File: src/rtl/ahb_subordinate_responder.sv
// AHB subordinate with a decoded byte-addressable register window, programmable
// wait states and the two-cycle ERROR response for out-of-window, oversized or misaligned beats.
module ahb_subordinate_responder #(
    parameter int                    ADDR_WIDTH    = 32,
    parameter int                    DATA_WIDTH    = 32,
    parameter logic [ADDR_WIDTH-1:0] BASE_ADDR     = 32'h0000_0000,
    parameter int                    MEM_ADDR_BITS = 8,
    parameter int                    WAIT_STATES   = 0
) (
    input  logic                    hclk,
    input  logic                    hreset,
    input  logic                    hselx,
    input  logic [ADDR_WIDTH-1:0]   haddr,
    input  logic [1:0]              htrans,
    input  logic                    hwrite,
    input  logic [2:0]              hsize,
    input  logic [2:0]              hburst,
    input  logic [3:0]              hprot,
    input  logic [DATA_WIDTH/8-1:0] hwstrb,
    input  logic [DATA_WIDTH-1:0]   hwdata,
    input  logic                    hready,
    output logic                    hreadyout,
    output logic                    hresp,
    output logic [DATA_WIDTH-1:0]   hrdata,
    output logic                    hexokay
);

    localparam int         STRB_W     = DATA_WIDTH / 8;
    localparam int         WORD_SHIFT = $clog2(STRB_W);
    localparam int         IDX_W      = MEM_ADDR_BITS - WORD_SHIFT;
    localparam int         DEPTH      = 2 ** IDX_W;
    localparam logic [2:0] SIZE_MAX   = 3'($clog2(STRB_W));
    localparam logic [3:0] WAIT_LOAD  = (WAIT_STATES > 32'sd0) ? 4'(WAIT_STATES - 32'sd1) : 4'd0;
    localparam bit         ZERO_WAIT  = (WAIT_STATES == 32'sd0);

    typedef enum logic [1:0] {
        ST_IDLE   = 2'd0,
        ST_ACCESS = 2'd1,
        ST_ERR1   = 2'd2,
        ST_ERR2   = 2'd3
    } state_t;

    state_t                   state_r;
    logic [3:0]               wait_cnt_r;
    logic                     hreadyout_r;
    logic                     hresp_r;
    logic                     dp_valid_r;
    logic                     dp_write_r;
    logic [MEM_ADDR_BITS-1:0] dp_addr_r;
    logic [2:0]               dp_size_r;
    logic [DATA_WIDTH-1:0]    mem_r [DEPTH];

    logic                     accept_s;
    logic                     err_s;
    logic                     complete_wr_s;
    logic [IDX_W-1:0]         word_idx_s;
    logic [STRB_W-1:0]        wr_mask_s;
    logic                     unused_s;

    function automatic logic misaligned_f(input logic [2:0] addr_lo, input logic [2:0] size);
        logic bad;
        case (size)
            3'd0:    bad = 1'b0;
            3'd1:    bad = addr_lo[0];
            3'd2:    bad = |addr_lo[1:0];
            3'd3:    bad = |addr_lo[2:0];
            default: bad = 1'b1;
        endcase
        return bad;
    endfunction

    function automatic logic [STRB_W-1:0] lane_mask_f(input logic [2:0] offset, input logic [2:0] size);
        logic [3:0]        nbytes;
        logic [STRB_W-1:0] mask;
        nbytes = 4'd1 << size;
        mask   = '0;
        for (int i = 0; i < STRB_W; i++) begin
            mask[i] = (4'(i) >= {1'b0, offset}) && (4'(i) < ({1'b0, offset} + nbytes));
        end
        return mask;
    endfunction

    assign accept_s = hselx && hready && htrans[1];
    assign err_s    = (haddr[ADDR_WIDTH-1:MEM_ADDR_BITS] != BASE_ADDR[ADDR_WIDTH-1:MEM_ADDR_BITS])
                   || (hsize > SIZE_MAX)
                   || misaligned_f(haddr[2:0], hsize);

    // A pending write lands on the edge that ends its data phase, which is always an IDLE-state cycle.
    assign complete_wr_s = (state_r == ST_IDLE) && dp_valid_r && dp_write_r && hreadyout_r;
    assign word_idx_s    = dp_addr_r[MEM_ADDR_BITS-1:WORD_SHIFT];
    assign wr_mask_s     = hwstrb & lane_mask_f(3'(dp_addr_r[WORD_SHIFT-1:0]), dp_size_r);

    assign hreadyout = hreadyout_r;
    assign hresp     = hresp_r;
    assign hexokay   = 1'b0;
    assign hrdata    = (dp_valid_r && !dp_write_r) ? mem_r[word_idx_s] : '0;
    assign unused_s  = ^{hburst, hprot, htrans[0]};

    // Transfer FSM: address-phase capture, wait-state countdown and the two-cycle error response.
    always_ff @(posedge hclk or posedge hreset) begin
        if (hreset) begin
            state_r     <= ST_IDLE;
            wait_cnt_r  <= 4'd0;
            hreadyout_r <= 1'b1;
            hresp_r     <= 1'b0;
            dp_valid_r  <= 1'b0;
            dp_write_r  <= 1'b0;
            dp_addr_r   <= '0;
            dp_size_r   <= 3'd0;
        end else begin
            case (state_r)
                ST_IDLE, ST_ERR2: begin
                    if (accept_s) begin
                        dp_addr_r  <= haddr[MEM_ADDR_BITS-1:0];
                        dp_write_r <= hwrite;
                        dp_size_r  <= hsize;
                        if (err_s) begin
                            state_r     <= ST_ERR1;
                            hreadyout_r <= 1'b0;
                            hresp_r     <= 1'b1;
                            dp_valid_r  <= 1'b0;
                        end else if (ZERO_WAIT) begin
                            state_r     <= ST_IDLE;
                            hreadyout_r <= 1'b1;
                            hresp_r     <= 1'b0;
                            dp_valid_r  <= 1'b1;
                        end else begin
                            state_r     <= ST_ACCESS;
                            wait_cnt_r  <= WAIT_LOAD;
                            hreadyout_r <= 1'b0;
                            hresp_r     <= 1'b0;
                            dp_valid_r  <= 1'b1;
                        end
                    end else begin
                        state_r     <= ST_IDLE;
                        hreadyout_r <= 1'b1;
                        hresp_r     <= 1'b0;
                        dp_valid_r  <= 1'b0;
                    end
                end
                ST_ACCESS: begin
                    if (wait_cnt_r != 4'd0) begin
                        wait_cnt_r <= wait_cnt_r - 4'd1;
                    end else begin
                        state_r     <= ST_IDLE;
                        hreadyout_r <= 1'b1;
                    end
                end
                ST_ERR1: begin
                    state_r     <= ST_ERR2;
                    hreadyout_r <= 1'b1;
                    hresp_r     <= 1'b1;
                end
                default: begin
                    state_r     <= ST_IDLE;
                    wait_cnt_r  <= 4'd0;
                    hreadyout_r <= 1'b1;
                    hresp_r     <= 1'b0;
                    dp_valid_r  <= 1'b0;
                end
            endcase
        end
    end

    // Register memory: cleared by reset, byte-masked update on write completion.
    always_ff @(posedge hclk or posedge hreset) begin
        if (hreset) begin
            for (int i = 0; i < DEPTH; i++) begin
                mem_r[i] <= '0;
            end
        end else if (complete_wr_s) begin
            for (int b = 0; b < STRB_W; b++) begin
                if (wr_mask_s[b]) begin
                    mem_r[word_idx_s][8*b +: 8] <= hwdata[8*b +: 8];
                end
            end
        end
    end

endmodule

File: config.mk
export PLATFORM = sky130hd
export DESIGN_NAME = ahb_subordinate_responder
export DESIGN_NICKNAME = d
export VERILOG_FILES = /design/src/rtl/ahb_subordinate_responder.sv
export SDC_FILE = /design/constraint.sdc
export NUM_CORES = 2
export LEC_CHECK = 0
export ABC_AREA = 1
export BUFFER_PORTS_ARGS = -buffer_cell sky130_fd_sc_hd__clkbuf_2
export CAP_MARGIN = 20
export CORE_AREA = 2 2 643 389
export CTS_BUF_LIST = sky130_fd_sc_hd__clkbuf_8
export DETAILED_ROUTE_END_ITERATION = 7
export DIE_AREA = 0 0 645 391
export GPL_TIMING_DRIVEN = 0
export SYNTH_ARGS = -nofsm -noshare
export SYNTH_HDL_FRONTEND = slang
export SYNTH_SLANG_ARGS = --single-unit
File: constraint.sdc
create_clock -name hclk -period 69.5 [get_ports hclk]
set_input_delay 3.475 -clock hclk [delete_from_list [all_inputs] [get_ports hclk]]
set_output_delay 3.475 -clock hclk [all_outputs]
set_load 0.02 [all_outputs]
=== After elaboration in Yosys (flattened, before gate mapping) ===
Index checks and enable logic that the tools add are counted.

* Output and inout bits: 35
* Register bits: 2069
* Logic and storage cells: 153

* Shift operators: 1
* Reduce and logical (&&, ||, !) cells: 23
* Bitwise gates (word level): 2
* $lt $le $gt $ge: 10
* $add $sub $neg: 2
* Mux-type cells: 36
* Eq/ne operators: 7

{| class="wikitable"
|+ Operators with widths
! kind !! number
|-
| 2048-bit 2-to-1 mux || 7
|-
| 2048-bit bitwise mux || 4
|-
| 32-bit demux with 6-bit select || 4
|-
| 32-bit binary-select mux with 6-bit select || 1
|-
| 32-bit 2-to-1 mux || 4
|-
| 24-bit 2-to-1 mux || 1
|-
| 24-bit nonzero test || 1
|-
| 16-bit 2-to-1 mux || 1
|-
| 1-bit logical AND || 10
|-
| 1-bit by 4-bit less-than comparator with 1-bit output (first input constant) || 2
|-
| 2-bit by 4-bit less-than comparator with 1-bit output (first input constant) || 2
|-
| 8-bit 2-to-1 mux || 1
|-
| 7-bit >= comparator (second input constant) || 1
|-
| 7-bit by 1-bit less-than comparator with 1-bit output (second input constant) || 1
|-
| 6-bit NOT with 7-bit output || 1
|-
| 3-bit by 2-bit == test with 1-bit output (second input constant) || 2
|-
| 1-bit 2-to-1 mux || 6
|-
| 2-bit 2-to-1 mux || 3
|-
| 2-bit case mux with 3 select lines || 1
|-
| 2-bit by 4-bit adder with 4-bit output || 1
|-
| 4-bit AND || 1
|-
| 2-bit == test (second input constant) || 2
|-
| 1-bit by 2-bit >= comparator with 1-bit output (first input constant) || 2
|-
| 1-bit case mux with 4 select lines || 1
|-
| 18 further kinds || 21
|}

=== Depth between registers and ports, before layout ===
* Depth in word-level cells: 16
* Depth in mapped cells: 13
* Depth with buffers taken out: 11

=== Worst setup path after synthesis ===
No wires, ideal clock.

* Kind: flip-flop to output port
* Start: register dp_addr_r[3]
* End: output hrdata[26]
* Required time: 66.025 ns
* Arrival time: 1.985 ns
* Stages on the path, launching flop included: 10
* Slack: 64.040 ns
* Path through: dfrtp_1 -> nor2_1 -> clkbuf_1 -> clkbuf_1 -> nand3_1 -> nand2_1 -> o21ai_0 -> nand2_1 -> nor2_1 -> a21oi_1

* Word-level cells in the longest chain between the ends: 5

{| class="wikitable"
|+ Ends and longest elaborated chain
! element !! line !! text
|-
| start, declared || 49 || <nowiki>logic [MEM_ADDR_BITS-1:0] dp_addr_r;</nowiki>
|-
| start signal, assigned || 114 || <nowiki>dp_addr_r <= haddr[MEM_ADDR_BITS-1:0];</nowiki>
|-
| 6-bit NOT with 7-bit output (implied by the code) || 96 || <nowiki>assign hrdata = (dp_valid_r && !dp_write_r) ? mem_r[word_idx_s] : '0;</nowiki>
|-
| 32-bit binary-select mux with 6-bit select || 96 ||
|-
| 32-bit 2-to-1 mux (implied by the code) (2 in a row) || 96 ||
|-
| 32-bit 2-to-1 mux || 96 ||
|-
| end, declared || 24 || <nowiki>output logic [DATA_WIDTH-1:0] hrdata,</nowiki>
|}

No other way between the ends. The select of a mux whose other input is x is not followed.

=== Worst setup path after layout ===
* Start: register dp_addr_r[2]
* End: output hrdata[21]

Same word-level chain as after synthesis.

==> flow_metrics.tcl <==
set metrics [dict create \
    synth_top_cell_by_area "dfrtp_1" \
    syn-instance-count 13210 \
    via_count 95990 \
    grt_pass1_vias 84280 \
    numCtsBuffers 321 \
    insertion_delay_ps 1050 \
    drt-pass1-iter-count 8 \
    cts.path.max_buffers 4 \
    cts_tree "built" \
    cts_num_sinks 2069 \
    yosysMostFrequentCell "nand2_1" \
    hold_ws_ps 479.3 \
    cts_hold_buf 0 \
    synth_fp_nets 13300 \
    outcome "finished with violations" \
    post-route-util 0.4625 \
    port_buffers 110 \
    drt_iter0_markers 15150 \
    clock_skew_ps 72.50 \
    drive_gt1_frac 0.09864 \
    slew-limit-headroom 0.07358 \
    violations "DRC" \
    rows 142 \
    gp_congestion 1.041 \
    fin_cells 17400 \
    p_clk_frac 0.341 \
    synth_seq_area_share 0.5154 \
    yosys_warnings 0 \
    rsz0062_at_grt "false" \
    postCtsSetupRepairBufs 0 \
    p_sw_mw 1.227 \
    ys_types 40 \
    wl_mm 462.8 \
    grt_start_max_net_pins 129 \
    netlist_top_cells_count "nand2_1 (4385), o21ai_0 (2174), dfrtp_1 (2068), inv_1 (1650), nand3_1 (943)" \
    cp_max_fo 10 \
    power_frac_seq 0.381 \
    peakVddDrop_v 0.00001890 \
    avgSynthCellArea_um2 7.606 \
    worstPathRequired_ps 66020 \
    grt_usage 0.3613 \
    critPathArrivalTime_ps 6980 \
    cts_resized 0 \
    worst_slew_pin_slew_ps 1375 \
    die_area_um2 252200 \
    max-cap-violations 0 \
    start_util 0.4062 \
    nets 13900 \
    synth_top_area_frac 0.5152 \
    grt_pass1_wl_mm 645.8 \
    hpwl_mm 355.2 \
    fin_crit_ps 10460 \
    die_w_um 645 \
    ys_seq_elements 2069 \
    synthFlopType "dfrtp_1" \
    path_class "flip-flop to output port" \
    coreArea_um2 247300 \
    grt-ovfl-total 0 \
    finalHoldViolations 0 \
    hold_class "flip-flop to flip-flop" \
    synth-async-reset-ratio 1.000 \
    combPwrFrac 0.278 \
    synth_area_um2 100400 \
    wl_per_cell_um 26.61 \
    die_h_um 391 \
    cp-start-kind "flip-flop" \
    setup-tns-final_ps 0 \
    clk_transition_reported_paths_ps 70 \
    cts-root-buf "clkbuf_8" \
    leakage_nw 54.34 \
    swShare 0.3863 \
    p_int_mw 1.950 \
    viasPerCell 5.518 \
    cts.htree.levels 5 \
    finalCritPeriodShare 0.1505 \
    antenna_found_initial 58 \
    setup_violations 0 \
    synth_edf_count 0 \
    p_per_area_nw_per_um2 27.78 \
    area_growth_pct 13.87 \
    fmax_ghz 0.09564 \
    io_pins 120 \
    netlist_top_cells_area "dfrtp_1 (52%), nand2_1 (16%), o21ai_0 (11%), inv_1 (6.2%), nand3_1 (4.7%)" \
    ant_nets 0 \
    end_kind "output port" \
    slew_violations 0 \
    drc 15 \
    placed_cells 16760 \
]
-- routing by layer --
layer | part of all wire | GRT usage | vias to the layer above
met5 | 0.0013 | 0 | -
met4 | 0.039 | 0.1306 | 32
met3 | 0.19 | 0.2166 | 835
met2 | 0.34 | 0.4188 | 6242
met1 | 0.43 | 0.5268 | 46330
li1 | - | - | 42550
-- cell usage in the layout, fill, tap and decap left out, types with 37 or more instances in the layout --
cell / n
nand3_1: 943
buf_8: 62
nor2_1: 287
a21oi_1: 40
nand3_2: 166
o21ai_1: 224
or2_2: 197
dfrtp_1: 2068
nor2_4: 43
buf_16: 37
o21ai_0: 2152
clkbuf_1: 648
inv_1: 1743
diode_2: 52
nand2_1: 4384
buf_2: 166
clkbuf_2: 130
clkbuf_8: 420
o211ai_1: 64
-- worst max-delay path: stages, from the launching register on --
cell and delay (ps):
dfrtp_1 390, clkbuf_1 230, inv_2 320, buf_2 410, clkbuf_2 580, buf_16 250, clkbuf_1 780, nand2_1 120
nand3_1 180, nand2_1 70, o21ai_0 1060, nand2_1 100, nor2_1 870, a21oi_1 320, clkbuf_2 240
-- cells by family after synthesis --
kind of cell	count (synthesis)	share of synthesized area
and+or+nand+nor	6077	0.2597
AOI/OAI and AO/OA	2483	0.1254
adders and majority gates	8	0.001071
DFF	2069	0.5154
muxes	1	0.0001121
other	1	0.00003733
xor gates and xnor gates	2	0.0001744
buffers and inverters	2566	0.09807
-- through the flow --
| stage | area, um2 | power [mW] | worst slack [ps] |
|---|---|---|---|
| after global routing | 114300 | 3.231 | 59530 |
| after global placement | 105100 | 2.007 | -17210 |
| after CTS | 113800 | 3.099 | 59490 |
| after detailed placement | 107400 | 2.041 | 60560 |
| after floorplan | 100400 | 1.619 | 7582 |
| final | 114400 | 3.178 | 59040 |
-- area by class of cell --
| class | instances | area (um2) |
|---|---|---|
| clock buffer | 420 | 5781 |
| buffer | 868 | 3495 |
| fill | 25320 | 132900 |
| tap | 3312 | 4144 |
| timing repair buffer | 275 | 3186 |
| clock inverter | 129 | 634.4 |
| antenna | 52 | 130.1 |
| sequential | 2069 | 51780 |
| multi-input combinational | 8572 | 38840 |
| inverter | 1698 | 6397 |
-- sequential cells by signal, indices dropped and copies added, names as in the netlist --
name,flops
state_r,2
wait_cnt_r,4
dp_size_r,3
hresp,1
dp_write_r,1
dp_valid_r,1
hreadyout,1
mem_r,2048
dp_addr_r,8
-- path summary, 6_finish.rpt --
check	endpoint	cells past startpoint	from	slack (ps)
setup / recovery	hrdata[21]	14	dp_addr_r[2]	59040
hold / removal	wait_cnt_r[3]	1	wait_cnt_r[3]	480
setup reg to reg	mem_r[890]	7	dp_addr_r[4]	64970
hold reg to reg	wait_cnt_r[3]	1	wait_cnt_r[3]	480
max in group asynchronous	mem_r[2025]	8	hreset	63220
min in group asynchronous	mem_r[911]	2	hreset	2620
-- power groups by stage --
stage | clock (mW) | combinational (mW) | sequential (mW)
finish | 1.08 | 0.885 | 1.21
global route | 1.13 | 0.891 | 1.21
CTS | 1.08 | 0.812 | 1.21
detailed placement | 0 | 0.810 | 1.23
global placement | 0 | 0.768 | 1.24
floorplan | 0 | 0.383 | 1.24
No activity file was read; power rests on OpenSTA's default activity.
